File: config.mk
export PLATFORM = sky130hd
export DESIGN_NAME = traffic_phase_sequencer
export DESIGN_NICKNAME = d
export VERILOG_FILES = /design/src/rtl/traffic_phase_sequencer.sv
export SDC_FILE = /design/constraint.sdc
export NUM_CORES = 1
export LEC_CHECK = 0
export BUFFER_PORTS_ARGS = -buffer_cell sky130_fd_sc_hd__buf_2
export CAP_MARGIN = 20
export CORE_MARGIN = 5
export CORE_UTILIZATION = 35
export DETAILED_ROUTE_END_ITERATION = 12
export PLACE_DENSITY_LB_ADDON = 0.05
export SYNTH_ARGS = -nofsm -noshare
export SYNTH_HDL_FRONTEND = slang
export SYNTH_SLANG_ARGS = --single-unit
File: constraint.sdc
create_clock -name clk -period 1.9 [get_ports clk]
set_input_delay 0.19 -clock clk [delete_from_list [all_inputs] [get_ports clk]]
set_output_delay 0.19 -clock clk [all_outputs]
set_load 0.03 [all_outputs]
File: src/rtl/traffic_phase_sequencer.sv
// traffic_phase_sequencer: timed eight-phase signal sequencer with a pedestrian request latch.
// The registered 3-bit phase code feeds the colour decoder.
// Optional build macro EMERG_EN adds the emerg input, which forces an all-red hold in S8.
module traffic_phase_sequencer #(
  parameter int unsigned T_GREEN  = 10,
  parameter int unsigned T_YELLOW = 3,
  parameter int unsigned T_ALLRED = 2,
  parameter int unsigned T_PED    = 8,
  parameter int unsigned CNT_W    = 5
) (
  input  logic             clk,
  input  logic             rst_n,
  input  logic             tick,
  input  logic             ped_btn,
`ifdef EMERG_EN
  input  logic             emerg,
`endif
  output logic [2:0]       color,
  output logic [CNT_W-1:0] remain,
  output logic             ped_pending
);

  // Each state's encoding is also its exported colour code.
  typedef enum logic [2:0] {
    S1 = 3'b000,  // santa green
    S2 = 3'b001,  // santa yellow
    S3 = 3'b010,  // intersection green
    S4 = 3'b011,  // intersection yellow
    S5 = 3'b100,  // intersection + pedestrian green
    S6 = 3'b101,  // yellow after pedestrian phase
    S7 = 3'b110,  // all-red before S3
    S8 = 3'b111   // all-red before S1
  } state_e;

  localparam logic [CNT_W-1:0] LD_GREEN  = CNT_W'(T_GREEN - 1);
  localparam logic [CNT_W-1:0] LD_YELLOW = CNT_W'(T_YELLOW - 1);
  localparam logic [CNT_W-1:0] LD_ALLRED = CNT_W'(T_ALLRED - 1);
  localparam logic [CNT_W-1:0] LD_PED    = CNT_W'(T_PED - 1);

  state_e           state_q, state_d;
  logic [CNT_W-1:0] remain_q, remain_d;
  logic             ped_q, ped_d;

  // Counter load value for the phase being entered.
  function automatic logic [CNT_W-1:0] load_for(input state_e s);
    case (s)
      S1, S3:     load_for = LD_GREEN;
      S2, S4, S6: load_for = LD_YELLOW;
      S5:         load_for = LD_PED;
      S7, S8:     load_for = LD_ALLRED;
    endcase
  endfunction

  // State, counter and pedestrian latch registers.
  always_ff @(posedge clk or negedge rst_n) begin
    if (!rst_n) begin
      state_q  <= S1;
      remain_q <= LD_GREEN;
      ped_q    <= 1'b0;
    end else begin
      state_q  <= state_d;
      remain_q <= remain_d;
      ped_q    <= ped_d;
    end
  end

  // Next-state: count down on tick, advance on expiry, latch/clear pedestrian requests.
  always_comb begin
    state_d  = state_q;
    remain_d = remain_q;
    ped_d    = ped_q;

    if (tick) begin
      if (remain_q == '0) begin
        case (state_q)
          S1: state_d = S2;
          S2: state_d = S7;
          S7: state_d = S3;
          S3: state_d = ped_q ? S5 : S4;
          S4: state_d = S8;
          S5: state_d = S6;
          S6: state_d = S8;
          S8: state_d = S1;
        endcase
        remain_d = load_for(state_d);
      end else begin
        remain_d = remain_q - CNT_W'(1);
      end
    end

`ifdef EMERG_EN
    // Emergency overrides timing entirely; the S8 counter restarts once emerg falls.
    if (emerg) begin
      state_d  = S8;
      remain_d = LD_ALLRED;
    end
`endif

    // Presses are ignored while the pedestrian phase is already running.
    if (ped_btn && (state_q != S5)) ped_d = 1'b1;
    // Entering S5 serves the request; this clear wins over a same-cycle press.
    if ((state_d == S5) && (state_q != S5)) ped_d = 1'b0;
  end

  assign color       = state_q;
  assign remain      = remain_q;
  assign ped_pending = ped_q;

endmodule
# ---- Word level (Yosys, flattened, before mapping)
# Memory sizes are Yosys's and may differ from the RTL's.
# Cells that the tools add are included.
dict set report classes {
  eq_ne 9
  n_addsub 1
  muxes 9
  n_reduce_logical 6
}
# operator n
set op_table {}
lappend op_table {{$pmux 3 s7} 1}
lappend op_table {{$eq 3x3->1 const B} 5}
lappend op_table {{$mux 3} 5}
lappend op_table {{$eq 3x2->1 const B} 2}
lappend op_table {{$logic_not 5->1} 1}
lappend op_table {{$mux 5} 1}
lappend op_table {{$sub 5x1->5 const B} 1}
lappend op_table {{$eq 3x1->1 const B} 1}
lappend op_table {{$logic_not 3->1} 1}
lappend op_table {{$ne 3x3->1 const B} 1}
lappend op_table {{$logic_and 1x1->1} 2}
lappend op_table {{$mux 1} 2}
lappend op_table {{$reduce_bool 2->1} 1}
lappend op_table {{$reduce_or 2->1} 1}
dict set report totals {
  regBits 9
  n_memories 1
  inputBits 4
  rom_bits 32
  out_inout_bits 9
  elab_cells 29
}
# name depth width rd rd_clocked_by_memory_dff wr line
set memory_table {}
lappend memory_table {{(no name shown)} 8 4 1 0 0 46} ;# case (s)

# ---- Longest topological paths before layout
dict set report depth {
  depth_word 10
  depth_mapped 6
  ltp_nobuf 5
}

# ---- Worst setup path before layout
# OpenSTA, ideal clock, no wires.
dict set report synth_path {
  kind {reg-to-reg}
  startpoint {register remain_q[0], in the netlist remain[0]}
  endpoint {register remain_q[1], in the netlist remain[1]}
  setup_time_ns 0.082
  arrival_time_ns 1.637
  t_required_ns 1.818
  path_buffers 1
  setup_slack_ns 0.181
  synth_period_minus_slack_ns 1.719
  stages_incl_launch_ff 7
  path_cell_list {dfstp_2 > inv_1 > ha_1 > nor4b_4 > buf_4 > or2_2 > a31oi_1}
}
dict set report synth_between {
  elab_chain_len 2
  word_cells_on_any_way 3
  cone_classes {add/sub (1); mux (1); reduce/logical (1)}
}
# item line
set synth_rtl {}
lappend synth_rtl {{start, declared} 41} ;# logic [CNT_W-1:0] remain_q, remain_d;
lappend synth_rtl {{start signal, assigned} 62} ;# remain_q <= remain_d;
lappend synth_rtl {{$sub 5x1->5 / $logic_not 5->1 (equally long branches)} {87, 74}}
lappend synth_rtl {{$mux 5 (*)} 74} ;# if (remain_q == '0) begin
# Every way passes the cells marked *; elsewhere a longest branch is shown, timed or not.
# A chain may end at the register's enable or synchronous reset.

# ---- Final worst setup path
dict set report layout_path {
  startpoint {register remain_q[0], in the netlist remain[0]}
  endpoint {register remain_q[2], in the netlist remain[2]}
}
# Same word-level chain as after synthesis.

==> flow_summary.ini <==
[outcome]
run_status = complete, no violations

[floorplan]
placementRows = 14
io_pins = 13
die_area_um2 = 2533
die_w_um = 50.33
core_region_area_um2 = 1524
start_util = 0.3736
die_h_um = 50.33

[routing]
drcViolationCount = 0
routed_wl_mm = 1.247
first_pass_iters = 3
vias = 486
drtIter0Drc = 13
drt.antenna.violating_nets = 0
vias_per_cell = 5.341
post_drt_wl_per_cell_um = 13.70

[hold_path]
hold_class = in2reg

[power_and_ir_drop]
p_total_w = 0.001167
seqPwrFrac = 0.380
power_frac_clock = 0.130
p_leak_nw = 0.3039
pwr-share-comb = 0.490
swShare = 0.4833
p_int_w = 0.0006031
power_switching_w = 0.0005640
power_density_nw_per_um2 = 1744
irDropWorstVdd_v = 0.0006285

[timing]
tightest_slew_ps = 340.1
clock_skew_ps = 7.170
fin_setup_tns_ps = 0
hold_violations = 0
setup_viol = 0
max_slew_margin = 0.7733
max_freq_mhz = 609.3
min_period_ps = 1641
drv_slew = 0
timing.final.crit_share = 0.8639
grt_setup_unrepaired = no

[placement]
port_buffers = 12
dpl.hpwl_um = 924.4
gp_congestion = 0.8016
dp.cells = 86

[grt]
grt_overflow = 0
grt_pass1_wl_mm = 2.056
antenna_found_initial = 0
grt_pass1_vias = 436
grt.total_usage = 0.1040
grt_max_degree = 15

[cts]
numCtsBuffers = 3
clk_path_buf_depth = 2
htree_levels = 1
clock-sinks = 9
ctsRootBufferMaster = clkbuf_4
insertion_delay_ps = 260
cts_tree = done
cts.clk_slew.worst_paths_ps = 70

[run]
maxCapViolCount = 0

[synth]
yosys_warnings = 0
yosys_most_used_dff = dfrtp_1
syn_area_per_cell_um2 = 9.182
synth_top_family_by_area = simple AND/OR/NAND/NOR gates
synthXorXnorAreaFrac = 0
synth_cell_types = 31
yosys.area_share.simple = 0.2923
synth_edf_count = 0
synth_area_um2 = 569.3
ys_seq_elements = 9
async_reset_ff_frac = 1.000
ys_seq_area_frac = 0.4000
postSynthCellCount = 62
syn-num-nets = 68
muxShareOfSynthArea = 0.01978
synth_fa_ha_area_frac = 0.04396
synth-compound-area-share = 0.1824

[worst_setup_path]
end_kind = flip-flop
crit_path_start_kind = flip-flop
crit_required_ps = 2080
crit_path_max_fanout = 9
r2r_setup_slack_ps = 260
crit_type = reg2reg
arrival_ps = 1820

[finish]
final.fill_count = 147
area_growth_pct = 17.58
nets = 82
utilization = 0.4392
diodes = 0
instances_no_fill = 91
drive_gt1_frac = 0.2933
## layout by cell type (no fill, tap or decap), drive strengths merged
cell type / Yosys / routed
nor3: 2 / 2
a22o: 1 / 1
buf: 2 / 13
nor2: 6 / 6
o41a: 1 / 1
a22oi: 1 / 1
nand2b: 2 / 2
clkbuf: 3 / 4
nand3b: 2 / 2
or2: 1 / 1
o221ai: 1 / 1
nand3: 1 / 1
inv: 3 / 3
dlygate4sd3: 0 / 1
and4: 1 / 1
a21o: 2 / 2
nor4b: 2 / 2
or3: 2 / 2
a31oi: 3 / 3
and2: 1 / 1
a31o: 1 / 1
mux2: 1 / 1
nand2: 6 / 6
dfstp: 2 / 2
ha: 2 / 2
o211ai: 1 / 1
nand4: 2 / 2
o21ai: 2 / 2
o21a: 1 / 1
dfrtp: 7 / 7
## final cells by class
cell class	count	area (um2)	area share
repair buffers	14	77.57	0.1159
inverters	3	11.26	0.01682
flip-flops and latches	9	227.7	0.3402
well taps	16	20.02	0.02991
multi-input cells	45	306.5	0.4579
clock buffers	4	26.28	0.03925
## sequential cells by signal (all words and copies together), names as in the netlist
register / count
color: 3
remain: 5
ped_pending: 1
## power by group through the flow
| stage | registers [W] | logic, W | clock network, W |
|---|---|---|---|
| 3_3_place_gp | 0.000451 | 0.000577 | 0 |
| 2_1_floorplan | 0.000536 | 0.000339 | 0 |
| 3_5_place_dp | 0.000450 | 0.000575 | 0 |
| 6_report | 0.000444 | 0.000572 | 0.000152 |
| 5_1_grt | 0.000469 | 0.000629 | 0.000170 |
| 4_1_cts | 0.000447 | 0.000577 | 0.000158 |
## worst max-delay path, stage by stage, from the launching register on
cell,delay (ps)
dfstp_2,550
inv_1,70
ha_1,210
nor4b_4,150
buf_4,170
or3_1,340
o211ai_1,80
## worst paths after layout
path,from,to,cells after the start
min in group asynchronous,rst_n,remain[2],2
max in group asynchronous,rst_n,remain[0],2
setup reg to reg,remain[0],remain[2],6
hold / removal,ped_btn,ped_pending,4
setup / recovery,remain[0],remain[2],6
hold reg to reg,remain[3],remain[3],2
## repair_timing
action                                 CTS  global route
buffers inserted                         0             0
resized for setup                        0             0
endpoints found under the hold margin    7             0
hold buffers                             1             0
## Yosys cell counts (3+ instances only)
cell type | n | area share
a31oi_1 | 3 | 0.033
clkbuf_1 | 3 | 0.020
dfrtp_1 | 7 | 0.31
inv_1 | 3 | 0.020
nand2_1 | 6 | 0.040
nor2_1 | 6 | 0.040
## kinds of logic (layout without fill, tap and decap cells)
kind of cell	after synthesis	in the layout
AO/OA/AOI/OAI	14	14
adder cells (fa/ha/maj)	2	2
buffers and inverters	8	21
flip-flops	9	9
multiplexers	1	1
AND/OR/NAND/NOR	28	28
## through the flow
step	hold WS, ps	setup WS [ps]	cell area [um2]
final	278.7	258.6	669.4
after global routing	296.2	171.0	669.4
after CTS	268.6	253.1	669.4
after detailed placement	60.51	262.0	633.1
after global placement	58.42	283.9	633.1
after floorplan	-105.6	181.1	569.3
## routing by layer
layer | GRT usage | wire, um | part of all wire | vias to the layer above
met5 | 0 | 0 | 0 | -
met4 | 0.05106 | 13 | 0.010 | 0
met3 | 0.02959 | 60 | 0.048 | 2
met2 | 0.1464 | 533 | 0.43 | 7
met1 | 0.1441 | 639 | 0.51 | 224
li1 | - | - | - | 253
Power figures use the tool's default switching activity.
